`src/rtl/regfile_scoreboard_pkg.sv`:
```
`default_nettype none
// ============================================================================
//  Module   : regfile_scoreboard_pkg
//  Purpose  : Shared register-file defaults and zero-register convention,
//             reused by decode and hazard logic.
//  Revision : 1.0  initial release
// ============================================================================
package regfile_scoreboard_pkg;

   localparam int DEF_DATA_W   = 64;
   localparam int DEF_NUM_REGS = 32;
   localparam int DEF_NUM_RD   = 2;

   // The hard-wired zero register is the highest architectural index.
   function automatic int zero_reg_of(input int num_regs);
      return num_regs - 1;
   endfunction

endpackage : regfile_scoreboard_pkg
`default_nettype wire

```
`src/rtl/regfile_scoreboard_if.sv`:
```
`default_nettype none
// ============================================================================
//  Module   : regfile_scoreboard_if
//  Purpose  : Read, writeback and reservation bundle of the register file
//             scoreboard. master = pipeline side, slave = register file.
//  Revision : 1.0  initial release
// ============================================================================
interface regfile_scoreboard_if
   import regfile_scoreboard_pkg::*;
#(
   parameter int DATA_W   = DEF_DATA_W,
   parameter int NUM_REGS = DEF_NUM_REGS,
   parameter int NUM_RD   = DEF_NUM_RD
);
   localparam int ADDR_W = $clog2(NUM_REGS);

   logic [NUM_RD*ADDR_W-1:0] RdAddr;
   logic [NUM_RD*DATA_W-1:0] RdData;
   logic [NUM_RD-1:0]        RdReady;
   logic                     WrEn;
   logic [ADDR_W-1:0]        WrAddr;
   logic [DATA_W-1:0]        WrData;
   logic                     RsvEn;
   logic [ADDR_W-1:0]        RsvAddr;
   logic                     RsvStall;
   logic [ADDR_W:0]          PendingCnt;

   modport master (
      output RdAddr, WrEn, WrAddr, WrData, RsvEn, RsvAddr,
      input  RdData, RdReady, RsvStall, PendingCnt
   );

   modport slave (
      input  RdAddr, WrEn, WrAddr, WrData, RsvEn, RsvAddr,
      output RdData, RdReady, RsvStall, PendingCnt
   );

endinterface : regfile_scoreboard_if
`default_nettype wire

```
`src/rtl/regfile_scoreboard_read_port.sv`:
```
`default_nettype none
// ============================================================================
//  Module   : regfile_read_port
//  Purpose  : One combinational read port: zero-register decode, same-cycle
//             writeback bypass, stored-value mux and readiness flag.
//  Revision : 1.0  initial release
// ============================================================================
module regfile_read_port #(
   parameter int DATA_W   = 64,
   parameter int NUM_REGS = 32,
   parameter int ZERO_REG = NUM_REGS - 1,
   localparam int ADDR_W  = $clog2(NUM_REGS)
) (
   input  logic              hold_zero,
   input  logic [ADDR_W-1:0] rd_addr,
   input  logic [DATA_W-1:0] regs [NUM_REGS],
   input  logic [NUM_REGS-1:0] busy,
   input  logic              wr_en,
   input  logic [ADDR_W-1:0] wr_addr,
   input  logic [DATA_W-1:0] wr_data,
   output logic [DATA_W-1:0] rd_data,
   output logic              rd_ready
);
   localparam logic [ADDR_W-1:0] ZERO_ADDR = ADDR_W'(ZERO_REG);

   // Priority: reset forces zero/ready, then zero register, then bypass,
   // then storage with readiness taken from the busy bit.
   always_comb begin
      rd_data  = '0;
      rd_ready = 1'b1;
      if (!hold_zero) begin
         if (rd_addr == ZERO_ADDR) begin
            rd_data  = '0;
            rd_ready = 1'b1;
         end else if (wr_en && (wr_addr == rd_addr)) begin
            rd_data  = wr_data;
            rd_ready = 1'b1;
         end else begin
            rd_data  = regs[rd_addr];
            rd_ready = ~busy[rd_addr];
         end
      end
   end

endmodule : regfile_read_port
`default_nettype wire

```
`src/rtl/regfile_scoreboard.sv`:
```
`default_nettype none
// ============================================================================
//  Module   : regfile_scoreboard
//  Purpose  : Multi-port register file with per-register busy scoreboard,
//             WAW reservation stall, same-cycle bypass and pending count.
//  Revision : 1.0  initial release
// ============================================================================
module regfile_scoreboard
   import regfile_scoreboard_pkg::*;
#(
   parameter int DATA_W   = DEF_DATA_W,
   parameter int NUM_REGS = DEF_NUM_REGS,
   parameter int NUM_RD   = DEF_NUM_RD,
   parameter int ZERO_REG = zero_reg_of(NUM_REGS)
) (
   input  logic Clk,
   input  logic ResetN,
   regfile_scoreboard_if.slave rf
);
   localparam int ADDR_W = $clog2(NUM_REGS);
   localparam logic [ADDR_W-1:0] ZERO_ADDR = ADDR_W'(ZERO_REG);

   logic [DATA_W-1:0]   r_regs [NUM_REGS];
   logic [NUM_REGS-1:0] r_busy;
   logic [NUM_REGS-1:0] w_busy_next;
   logic [ADDR_W:0]     r_pending;
   logic [ADDR_W:0]     w_pending_next;
   logic                w_rsv_stall;
   logic                w_rsv_set;
   logic [NUM_RD*DATA_W-1:0] w_rd_data;
   logic [NUM_RD-1:0]        w_rd_ready;

   // WAW hazard: a pending writer blocks a new reservation unless it is
   // retiring on the very same cycle.
   always_comb begin
      w_rsv_stall = ResetN && rf.RsvEn && (rf.RsvAddr != ZERO_ADDR)
                    && r_busy[rf.RsvAddr]
                    && !(rf.WrEn && (rf.WrAddr == rf.RsvAddr));
      w_rsv_set   = rf.RsvEn && !w_rsv_stall && (rf.RsvAddr != ZERO_ADDR);
   end

   // Next busy vector: writeback clears first so a same-address reservation
   // (the new writer) wins; zero register never becomes busy.
   always_comb begin
      w_busy_next = r_busy;
      if (rf.WrEn) begin
         w_busy_next[rf.WrAddr] = 1'b0;
      end
      if (w_rsv_set) begin
         w_busy_next[rf.RsvAddr] = 1'b1;
      end
      w_busy_next[ZERO_ADDR] = 1'b0;
   end

   // Population count of the next busy vector, registered as PendingCnt.
   always_comb begin
      w_pending_next = '0;
      for (int i = 0; i < NUM_REGS; i++) begin
         w_pending_next = w_pending_next + {{ADDR_W{1'b0}}, w_busy_next[i]};
      end
   end

   // Register storage; zero-register writes are dropped.
   always_ff @(posedge Clk or negedge ResetN) begin
      if (!ResetN) begin
         for (int i = 0; i < NUM_REGS; i++) begin
            r_regs[i] <= '0;
         end
      end else if (rf.WrEn && (rf.WrAddr != ZERO_ADDR)) begin
         r_regs[rf.WrAddr] <= rf.WrData;
      end
   end

   // Scoreboard state and its registered population count.
   always_ff @(posedge Clk or negedge ResetN) begin
      if (!ResetN) begin
         r_busy    <= '0;
         r_pending <= '0;
      end else begin
         r_busy    <= w_busy_next;
         r_pending <= w_pending_next;
      end
   end

   generate
      for (genvar g = 0; g < NUM_RD; g++) begin : g_rd_port
         regfile_read_port #(
            .DATA_W   (DATA_W),
            .NUM_REGS (NUM_REGS),
            .ZERO_REG (ZERO_REG)
         ) u_read_port (
            .hold_zero (~ResetN),
            .rd_addr   (rf.RdAddr[g*ADDR_W +: ADDR_W]),
            .regs      (r_regs),
            .busy      (r_busy),
            .wr_en     (rf.WrEn),
            .wr_addr   (rf.WrAddr),
            .wr_data   (rf.WrData),
            .rd_data   (w_rd_data[g*DATA_W +: DATA_W]),
            .rd_ready  (w_rd_ready[g])
         );
      end
   endgenerate

   assign rf.RdData     = w_rd_data;
   assign rf.RdReady    = w_rd_ready;
   assign rf.RsvStall   = w_rsv_stall;
   assign rf.PendingCnt = r_pending;

endmodule : regfile_scoreboard
`default_nettype wire

```
`src/flat_wrapper.sv`:
```
// flat-port wrapper written by rule: the top's interface ports become plain ports
module regfile_scoreboard_flat import regfile_scoreboard_pkg::*;
#(
   parameter int DATA_W   = DEF_DATA_W,
   parameter int NUM_REGS = DEF_NUM_REGS,
   parameter int NUM_RD   = DEF_NUM_RD,
   parameter int ZERO_REG = zero_reg_of(NUM_REGS)
)
  (Clk, ResetN, rf_RdAddr, rf_WrEn, rf_WrAddr, rf_WrData, rf_RsvEn, rf_RsvAddr, rf_RdData, rf_RdReady, rf_RsvStall, rf_PendingCnt);
  regfile_scoreboard_if #(.DATA_W(DATA_W), .NUM_REGS(NUM_REGS), .NUM_RD(NUM_RD)) rf_i ();
  input  logic Clk;
  input  logic ResetN;
  input wire logic [$bits(rf_i.RdAddr)-1:0] rf_RdAddr;
  input wire logic [$bits(rf_i.WrEn)-1:0] rf_WrEn;
  input wire logic [$bits(rf_i.WrAddr)-1:0] rf_WrAddr;
  input wire logic [$bits(rf_i.WrData)-1:0] rf_WrData;
  input wire logic [$bits(rf_i.RsvEn)-1:0] rf_RsvEn;
  input wire logic [$bits(rf_i.RsvAddr)-1:0] rf_RsvAddr;
  output wire logic [$bits(rf_i.RdData)-1:0] rf_RdData;
  output wire logic [$bits(rf_i.RdReady)-1:0] rf_RdReady;
  output wire logic [$bits(rf_i.RsvStall)-1:0] rf_RsvStall;
  output wire logic [$bits(rf_i.PendingCnt)-1:0] rf_PendingCnt;
  assign rf_i.RdAddr = rf_RdAddr;
  assign rf_i.WrEn = rf_WrEn;
  assign rf_i.WrAddr = rf_WrAddr;
  assign rf_i.WrData = rf_WrData;
  assign rf_i.RsvEn = rf_RsvEn;
  assign rf_i.RsvAddr = rf_RsvAddr;
  assign rf_RdData = rf_i.RdData;
  assign rf_RdReady = rf_i.RdReady;
  assign rf_RsvStall = rf_i.RsvStall;
  assign rf_PendingCnt = rf_i.PendingCnt;
  regfile_scoreboard #(.DATA_W(DATA_W), .NUM_REGS(NUM_REGS), .NUM_RD(NUM_RD), .ZERO_REG(ZERO_REG)) u_core (.Clk(Clk), .ResetN(ResetN), .rf(rf_i));
endmodule
```
`config.mk`:
```
export PLATFORM = sky130hd
export DESIGN_NAME = regfile_scoreboard_flat
export DESIGN_NICKNAME = d
export VERILOG_FILES = /design/src/rtl/regfile_scoreboard_pkg.sv /design/src/rtl/regfile_scoreboard_if.sv /design/src/rtl/regfile_scoreboard_read_port.sv /design/src/rtl/regfile_scoreboard.sv /design/src/flat_wrapper.sv
export SDC_FILE = /design/constraint.sdc
export NUM_CORES = 2
export LEC_CHECK = 0
export CORE_MARGIN = 5
export CORE_UTILIZATION = 49
export DETAILED_ROUTE_END_ITERATION = 10
export GPL_ROUTABILITY_DRIVEN = 0
export PLACE_DENSITY_LB_ADDON = 0.1
export REMOVE_ABC_BUFFERS = 1
export SLEW_MARGIN = 10
export SYNTH_ARGS = -nofsm -noshare
export SYNTH_HDL_FRONTEND = slang
export SYNTH_SLANG_ARGS = --single-unit
```
`constraint.sdc`:
```
create_clock -name Clk -period 7.2 [get_ports Clk]
set_clock_uncertainty 0.05 [all_clocks]
set_input_delay 1.8 -clock Clk [delete_from_list [all_inputs] [get_ports Clk]]
set_output_delay 1.8 -clock Clk [all_outputs]
set_load 0.01 [all_outputs]
```
==> impl_metrics.ini <==
[synthesis]
yosys.cell_count.top_type = dfrtp_1
synth_edf_count = 0
synth_top_area_share_pct = 46.62
synth_ff_type = dfrtp_1
avgSynthCellArea_um2 = 14.72
yosys_warnings = 0
yosys_register_bits = 2085
synthTopCellsByCount = dfrtp_1 (2085), mux2_2 (2015), mux4_2 (939)
synthTopCellsByArea = dfrtp_1 (47%), mux2_2 (20%), mux4_2 (19%), mux2i_1 (2.9%), clkbuf_1 (1.7%)
synthArstFlopShare_pct = 100.0
syn_area_mm2 = 0.1119
postSynthCellCount = 7603
seq_area_frac_synth_pct = 46.62
synth_area_leader_cell = dfrtp_1
synth.distinct_cells = 54

[sta]
drv_slew = 0
tightest_slew_ns = 1.258
setup_viol = 0
rsz0062_at_grt = yes
hold_viol = 0
layout_setup_ws_ns = 0.1078
maxSlewHeadroom_pct = 16.14
post-route-period-util_pct = 98.50
min_period_ns = 7.092
fmax_mhz = 141.0

[global_routing]
top_usage_layer = met2
grt_max_degree = 162
grt_pass1_wl_mm = 551.2
antenna_found_initial = 16
use_met1_pct = 46.16
grtUsageMet3_pct = 6.626
grt_remaining_overflow = 0
grt_util_met2_pct = 48.13
grt_use_total_pct = 31.70
grt_pass1_vias = 76416

[placement]
placed_cells = 10368
detailed_place_hpwl_mm = 214.4
pre_cts_slack_ns = -1.416
port_buffers = 224

[outcome]
status = completed

[critical_path]
arrival_ns = 7.82
reg2reg_setup_slack_ns = 0.81
worst-path-max-fanout = 9
start_kind = primary input
critPathKind = primary input to register
cp.required_ns = 7.93
end_kind = register

[detailed_routing]
wl_per_cell_um = 35.00
postRouteAntennaNets = 0
drt_wl_total_mm = 377.9
drc = 0
post_drt_via_cell_ratio = 6.856
drtIter0Drc = 7126
route.vias.total = 74035
drt-pass1-iter-count = 5

[cts]
clockBufferDepth = 3
clk_latency_ns = 0.87
cts-root-buf = clkbuf_16
cts_hold_buf = 0
cts_tree = done
clock_sink_count = 2085
clk_pin_slew_ns = 0.06
cts-htree-levels = 4
cts_buffers = 227

[final_layout]
fin_util_pct = 55.62
fin_cells = 10798
final_layout_size_suffix_gt1_share_pct = 49.35
seq_area_mm2 = 0.05218
nFillCells = 18336
nets = 7719
syn2layout_area_growth_pct = 12.94
multi_input_area_mm2 = 0.05602

[power_and_ir_drop]
intPower_mw = 26.55
seq_power_share_pct = 42.3
peakVddDrop_mv = 0.6582
comb_power_share_pct = 25.7
total_power_mw = 37.12
power.share.clock_pct = 32.0
swShare_pct = 28.48
power_density_mw_per_mm2 = 293.6
switching_power_mw = 10.57
power.leakage_nw = 54.85

[min_path]
hp-class = register to register

[die]
die_x_um = 487.9
die_area_mm2 = 0.2381
die-height_um = 487.9
io_pins = 225
num_rows = 175
start_util_pct = 49.24
fp.coreArea_mm2 = 0.2273

[flow_run]
maxCapViolCount = 0
[what timing repair did]
item                       CTS  global route
buffers inserted             5             4
gates resized for setup     33            26
pin swaps                   15            17
setup endpoints to repair    6             4
cloned                       1             1
[registers in the layout (all words and copies together) (netlist names)]
| signal | count |
|---|---|
| u_core.r_regs | 2048 |
| u_core.r_busy | 31 |
| u_core.rf.PendingCnt | 6 |
[final timing paths]
path | end | depth (start not counted) | startpoint
setup / recovery | u_core.rf.PendingCnt[4] | 25 | rf_RsvAddr[4]
hold / removal | u_core.r_regs[15] | 0 | u_core.r_regs[15]
setup reg to reg | u_core.rf.PendingCnt[4] | 23 | u_core.r_busy[24]
hold reg to reg | u_core.r_regs[15] | 0 | u_core.r_regs[15]
max in group asynchronous | u_core.r_regs[865] | 7 | ResetN
min in group asynchronous | u_core.r_regs[1319] | 2 | ResetN
[layer usage]
metal,vias up,share of wire [%],wire length [um]
met2,3343,45,171700
met3,640,8.3,31430
met1,40621,43,161800
li1,29425,-,-
met4,6,3.4,12960
met5,-,0.0087,33
[cells in the final DEF, fill, tap and decap left out, types with 7 or more instances in the layout]
master              n
dfrtp_1          2085
mux2_2           2015
mux4_2            939
buf_4             354
mux2i_1           323
o22ai_1           245
clkbuf_16         233
clkdlybuf4s50_1   205
nor2_1            150
a21oi_1           126
nand2_1            89
buf_12             88
o21ai_0            82
a211oi_1           80
clkbuf_1           63
a22oi_1            60
clkbuf_8           59
a221o_1            57
and2_1             52
a32o_1             49
a221oi_1           41
o221ai_1           36
inv_1              35
clkinv_2           33
nand2_4            25
nor3_1             24
fa_1               22
a22o_1             16
bufinv_16          12
xor2_1              9
a32oi_1             9
diode_2             8
xnor2_1             8
nor2_4              8
ha_1                8
nand3_1             7
buf_8               7
[cells by family after synthesis]
| family | share of synthesized area, % |
|---|---|
| buffers and inverters | 3.746 |
| XOR/XNOR | 0.1409 |
| multiplexers | 42.09 |
| adder cells (fa/ha/maj) | 0.5120 |
| AO/OA/AOI/OAI | 5.167 |
| AND/OR/NAND/NOR | 1.725 |
| flip-flops | 46.62 |
[through the flow]
step | cell area [um2] | hold WS [ns] | setup TNS (ns)
after CTS | 126300 | 0.3443 | 0
after global placement | 118600 | 0.3253 | -6.073
after floorplan | 107900 | 0.3143 | -8.667
after global routing | 126400 | 0.3504 | -0.07941
final | 126400 | 0.3427 | 0
after detailed placement | 118600 | 0.3324 | -6.554
[cell type report]
type / count / area share (%)
diodes: 8 / 0.01584
well taps: 3009 / 2.978
multi-input cells: 4577 / 44.31
flip-flops and latches: 2085 / 41.27
clock buffers: 354 / 5.422
clock inverters: 57 / 0.5305
repair buffers: 669 / 5.345
inverters: 39 / 0.1198
[worst max-delay path, cell delays in order]
cell      delay, ns
clkbuf_4       0.16
or3_4          0.43
o22ai_2        0.22
nor4_4         0.08
nor2_2         0.12
buf_4          0.12
buf_4          0.10
nor3_2         0.03
buf_4          0.16
a22o_1         0.28
fa_1           0.57
inv_1          0.07
fa_1           0.53
fa_1           0.55
inv_2          0.05
fa_1           0.57
inv_2          0.05
fa_1           0.44
fa_1           0.49
inv_1          0.04
ha_2           0.18
fa_2           0.33
a21o_1         0.17
a21oi_2        0.12
xnor2_1        0.14
[power by group through the flow]
stage | Sequential (mW) | Combinational, mW | Clock (mW)
final | 15.7 | 9.55 | 11.9
after detailed placement | 15.8 | 9.45 | 0
after CTS | 15.6 | 9.59 | 12.1
after floorplan | 15.2 | 6.45 | 0
after global routing | 15.9 | 10.5 | 12.5
after global placement | 15.6 | 9.36 | 0
(Power assumes the default switching activity.)
